$ cat config.mk
export PLATFORM = sky130hd
export DESIGN_NAME = inst_mem_loader
export DESIGN_NICKNAME = d
export VERILOG_FILES = /design/src/rtl/inst_mem_loader.sv
export SDC_FILE = /design/constraint.sdc
export NUM_CORES = 1
export LEC_CHECK = 0
export CAP_MARGIN = 30
export CORE_MARGIN = 5
export CORE_UTILIZATION = 54
export CTS_BUF_LIST = sky130_fd_sc_hd__clkbuf_8
export CTS_CLUSTER_SIZE = 14
export DETAILED_ROUTE_END_ITERATION = 16
export PLACE_DENSITY = 0.87
export SYNTH_ARGS = -nofsm -noshare
export SYNTH_HDL_FRONTEND = slang
export SYNTH_SLANG_ARGS = --single-unit
$ cat constraint.sdc
create_clock -name Clk -period 4.9 [get_ports Clk]
set_clock_uncertainty 0.15 [all_clocks]
set_input_delay 0.98 -clock Clk [delete_from_list [all_inputs] [get_ports Clk]]
set_output_delay 0.98 -clock Clk [all_outputs]
set_load 0.1 [all_outputs]
$ cat src/rtl/inst_mem_loader.sv
// Byte-serial instruction loader: debounced button enters a 32-bit word byte by byte, then writes it to RAM port A.
// Optional INST_LOADER_WRAP_EN: address wraps to 0 after the last word instead of saturating into FULL.
module inst_mem_loader #(
   parameter int STAGE  = 10,
   parameter int ADDR_W = 6
) (
   input  logic              Clk,
   input  logic              Rst,
   input  logic              Button,
   input  logic [7:0]        Switch,
   output logic              wea,
   output logic [ADDR_W-1:0] addra,
   output logic [31:0]       dina,
   output logic [1:0]        byte_cnt,
   output logic              full
);

   typedef enum logic [1:0] {
      COLLECT,
      WRITE,
      FULL
   } state_t;

   state_t            r_state;
   state_t            w_state_nxt;
   logic [STAGE-1:0]  r_chain;
   logic              r_deb;
   logic              r_deb_q;
   logic              w_press;
   logic              w_capture;
   logic [ADDR_W-1:0] r_addra;
   logic [31:0]       r_dina;
   logic [1:0]        r_byte_cnt;

   // Hysteresis: deb only flips once the older STAGE-1 samples all agree.
   always_ff @(posedge Clk) begin
      if (Rst) begin
         r_chain <= '0;
         r_deb   <= 1'b0;
         r_deb_q <= 1'b0;
      end else begin
         // NOTE: non-blocking so every register samples the pre-edge values of the others.
         r_chain <= {r_chain[STAGE-2:0], Button};
         if (&r_chain[STAGE-1:1])
            r_deb <= 1'b1;
         else if (~|r_chain[STAGE-1:1])
            r_deb <= 1'b0;
         r_deb_q <= r_deb;
      end
   end

   assign w_press = r_deb & ~r_deb_q;

`ifndef INST_LOADER_WRAP_EN
   logic w_last_addr;
   assign w_last_addr = (r_addra == {ADDR_W{1'b1}});
`endif

   always_ff @(posedge Clk) begin
      if (Rst) r_state <= COLLECT;
      else     r_state <= w_state_nxt;
   end

   always_comb begin
      // NOTE: every output gets a default first so no path through the case can infer a latch.
      w_state_nxt = r_state;
      w_capture   = 1'b0;
      wea         = 1'b0;
      full        = 1'b0;
      case (r_state)
         COLLECT: begin
            if (w_press) begin
               w_capture = 1'b1;
               if (r_byte_cnt == 2'd3) w_state_nxt = WRITE;
            end
         end
         WRITE: begin
            wea = 1'b1;
`ifdef INST_LOADER_WRAP_EN
            w_state_nxt = COLLECT;
`else
            w_state_nxt = w_last_addr ? FULL : COLLECT;
`endif
         end
         FULL: begin
`ifndef INST_LOADER_WRAP_EN
            full = 1'b1;
`endif
         end
         default: w_state_nxt = COLLECT;
      endcase
   end

   always_ff @(posedge Clk) begin
      // NOTE: datapath registers are reset too, so a reset mid-word leaves no stale partial word visible.
      if (Rst) begin
         r_addra    <= '0;
         r_dina     <= '0;
         r_byte_cnt <= 2'd0;
      end else begin
         if (w_capture) begin
            r_dina[{r_byte_cnt, 3'b000} +: 8] <= Switch;
            r_byte_cnt                        <= r_byte_cnt + 2'd1;
         end
         if (r_state == WRITE) begin
`ifdef INST_LOADER_WRAP_EN
            r_addra <= r_addra + 1'b1;
`else
            if (!w_last_addr) r_addra <= r_addra + 1'b1;
`endif
         end
      end
   end

   assign addra    = r_addra;
   assign dina     = r_dina;
   assign byte_cnt = r_byte_cnt;

endmodule

Word-level counts from Yosys, hierarchy flattened. Index checks and enable logic that the tools add are counted.

Logic and storage cells: 39. Flip-flop bits (word level): 54. Input bits: 11.

Multiplexer cells: 11. Shift operators: 2. Eq/ne operators: 7. Bitwise operators: 4. Reductions and logical operators: 5. Add/subtract/negate cells: 3.

Operators with widths (count): $bwmux 32 (1); $shift 8x7->32 const A (1); $shiftx 8x7->32 (1); $reduce_and 9->1 (1); $reduce_or 9->1 (1); $neg 5->7 (1); $add 6x1->6 const B (1); $eq 6x6->1 const B (1); $mux 1 (6); $mux 2 (3); $ne 2x2->1 const B (3); $pmux 2 s3 (1); $eq 2x2->1 const B (2); $not 1->1 (3); $reduce_and 3->1 (1); $add 2x1->2 const B (1); $eq 2x1->1 const B (1); $logic_not 2->1 (1); $reduce_and 2->1 (1); $and 1x1->1 (1).

Logic depth before layout (Yosys ltp).
Word-level depth: 4. Mapped depth: 6. Depth with buffers taken out: 6.

Worst setup path after synthesis. No wires, ideal clock.

Path kind: register to output. From: register r_state[1]. To: output port full. Arrival time: 1.745 ns. Slack: 2.025 ns. Cell stages (with the launch flop): 2. Required time: 3.770 ns. Path buffers: 0. Cells stage by stage: dfxtp_1 nor2b_1.

Word-level cells in the longest chain between the ends: 2.

Ends and longest elaborated chain: start: declaration (RTL line 24) `state_t r_state;`; start signal: assignment (RTL line 61) `else r_state <= w_state_nxt;`; $eq 2x2->1 (RTL line 70) `case (r_state)`; $mux 1 (RTL line 70); end: declaration (RTL line 15) `output logic full`.

Every way passes these cells.

Worst setup path in the final report.
From: register r_byte_cnt[0], in the netlist byte_cnt[0]. To: output port byte_cnt[0].

RTL lines: start: declaration (RTL line 33) `logic [1:0] r_byte_cnt;`; start signal: assignment (RTL line 103) `r_byte_cnt <= r_byte_cnt + 2'd1;`; end: declaration (RTL line 14) `output logic [1:0] byte_cnt,`.

No word-level cell between the ends.

==> impl_metrics.env <==
export IMPL_fmax_mhz=307
export IMPL_wl_met3_um=285
export IMPL_setup_slack_ns=1.64
export IMPL_yosysWarnings=0
export IMPL_crit_fanout=9
export IMPL_cts_setup_buffers=0
export IMPL_grt_max_degree=29
export IMPL_finalSetupViolations=0
export IMPL_track_usage_pct=18.9
export IMPL_numCtsBuffers=5
export IMPL_critPathMaxStageDelay_ns=1.22
export IMPL_holdCritPathClass="reg2reg"
export IMPL_worstPathArrival_ns=2.13
export IMPL_synth_top_area_share_pct=51.0
export IMPL_synth_most_common_cell="dfxtp_1"
export IMPL_path_buf_inv=1
export IMPL_clkLatencyLatePin_ns=0.30
export IMPL_grt_remaining_overflow=0
export IMPL_clockBufferDepth=2
export IMPL_cp_slowest_cell="clkdlybuf4s50_1"
export IMPL_worst_slew_pin_slew_ns=0.983
export IMPL_dpl_instance_area_um2=2660
export IMPL_drv_cap=0
export IMPL_nFillCells=297
export IMPL_num_vias=1854
export IMPL_fin_util_pct=73.3
export IMPL_drive_gt1_share_pct=4.95
export IMPL_status="finished, final reports clean"
export IMPL_dp_hpwl_um=3390
export IMPL_dp_slack_ns=1.91
export IMPL_total_power_mw=0.686
export IMPL_syn_cell_area_um2=2120
export IMPL_critPathLaunchType="register"
export IMPL_wl_um=4800
export IMPL_drt_met1_wl_um=2080
export IMPL_fin_crit_sh_pct=66.5
export IMPL_cts_max_level=2
export IMPL_max_slew_margin_rel_pct=34.3
export IMPL_whs_ns=0.297
export IMPL_drt_first_pass_iters=4
export IMPL_path_cells="clkdlybuf4s50_1"
export IMPL_first_iter_violations=166
export IMPL_crit_type="reg2out"
export IMPL_clock_sinks=54
export IMPL_die_h_um=72.7
export IMPL_stdcell_count=331
export IMPL_postLayoutCellArea_um2=2750
export IMPL_synthCells=234
export IMPL_globalplace_congestion=0.769
export IMPL_reg2reg_slack_ns=2.52
export IMPL_diodes=0
export IMPL_min_period_ns=3.26
export IMPL_ys_top_cells_by_count="54 x dfxtp_1, 39 x nand2_1, 36 x a21oi_1"
export IMPL_numPortBuffers=52
export IMPL_seq_area_frac_synth_pct=51.0
export IMPL_ys_ff_latch=54
export IMPL_p_leak_nw=0.935
export IMPL_grt_pass1_vias=1695
export IMPL_ant_nets=0
export IMPL_drcViolationCount=0
export IMPL_irDropWorstVdd_v=0.000196
export IMPL_crit_required_ns=3.77
export IMPL_coreArea_um2=3740
export IMPL_die_area_um2=5280
export IMPL_nets=301
export IMPL_async_flop_share_pct=0
export IMPL_synthDistinctLibCells=34
export IMPL_netlist_top_cells_area="dfxtp_1 51%, a21oi_1 8.5%, nand2_1 6.9%"
export IMPL_post_drt_wl_per_cell_um=14.5
export IMPL_cts_resized=0
export IMPL_area_delta_synth_final_pct=29.4
export IMPL_row_count=22
export IMPL_antenna_found_initial=0
export IMPL_wl_met2_um=2420
export IMPL_grt_pass1_wl_um=7960
export IMPL_tns_ns=0
export IMPL_crit_family="buffers and inverters"
export IMPL_rsz0062_at_grt="no"
export IMPL_synthFlopType="dfxtp_1"
export IMPL_timing_hold_violations_final=0
export IMPL_ctsHoldBuffers=0
export IMPL_maxSlewViolCount=0
export IMPL_die_w_um=72.7
export IMPL_place_inst=323
export IMPL_boundaryPins=53
export IMPL_power_density_nw_per_um2=250
export IMPL_clk_pin_slew_worst_paths_ns=0.09
export IMPL_synth_top_area_cell="dfxtp_1"
export IMPL_vias_per_cell=5.60
export IMPL_synth_edf_count=0
export IMPL_initial_core_util_pct=56.7
export IMPL_end_kind="output port"
export IMPL_cts_tree="yes"
export IMPL_cts_root_buf="clkbuf_8"
export IMPL_top_layer="met4"
export IMPL_avgSynthCellArea_um2=9.06
export IMPL_syn_nets=252
## power by group
part | internal (mW) | switching (mW)
registers | 0.440 | 0.000669
logic | 0.00903 | 0.0121
clock network | 0.0945 | 0.130
total | 0.543 | 0.143
## logic make-up after synthesis
kind of cell	after synthesis	share of synthesized area [%]
and+or+nand+nor	111	29.4
DFF	54	51.0
AOI/OAI and AO/OA	43	11.0
buffers and inverters	16	3.19
adders and majority gates	7	4.13
xor gates and xnor gates	2	0.826
muxes	1	0.472
## layer usage
layer / vias up / track usage, %
met1: 867 / 24.4
li1: 919 / -
met5: - / 0
met4: 0 / 4.71
met2: 66 / 31.4
met3: 2 / 5.10
## cell usage in the layout, fill, tap and decap left out, types with 2 or more instances in the layout
master,count
nor4b_4,2
nand3_1,17
nor2b_1,12
nor2_1,8
inv_1,4
and4b_1,2
xnor2_1,2
clkdlybuf4s50_1,52
ha_1,7
nor3_1,2
nand2_1,39
and2_1,3
a21oi_1,36
clkbuf_8,5
nand4_1,18
dfxtp_1,54
## final cells by class
cell class                 instances  area (µm²)  area share [%]
clock buffer                       5        68.8            2.51
clock inverter                     2        7.51           0.273
inverter                           3        11.3           0.410
multi-input combinational        164         972            35.4
sequential                        54        1080            39.4
tap                               48        60.1            2.19
timing repair buffer              55         544            19.8
## sequential cells by signal (all words and copies together) (netlist names)
register and cells:
dina 32, r_deb 1, byte_cnt 2, addra 6, r_deb_q 1, r_chain 10, r_state 2
## path summary, 6_finish.rpt
kind,from,end,cells past startpoint
setup / recovery,byte_cnt[0],byte_cnt[0],1
hold reg to reg,r_chain[0],r_chain[1],1
hold / removal,r_chain[0],r_chain[1],1
setup reg to reg,byte_cnt[0],dina[8],6
Note: power is estimated with default switching activity, not from simulation.
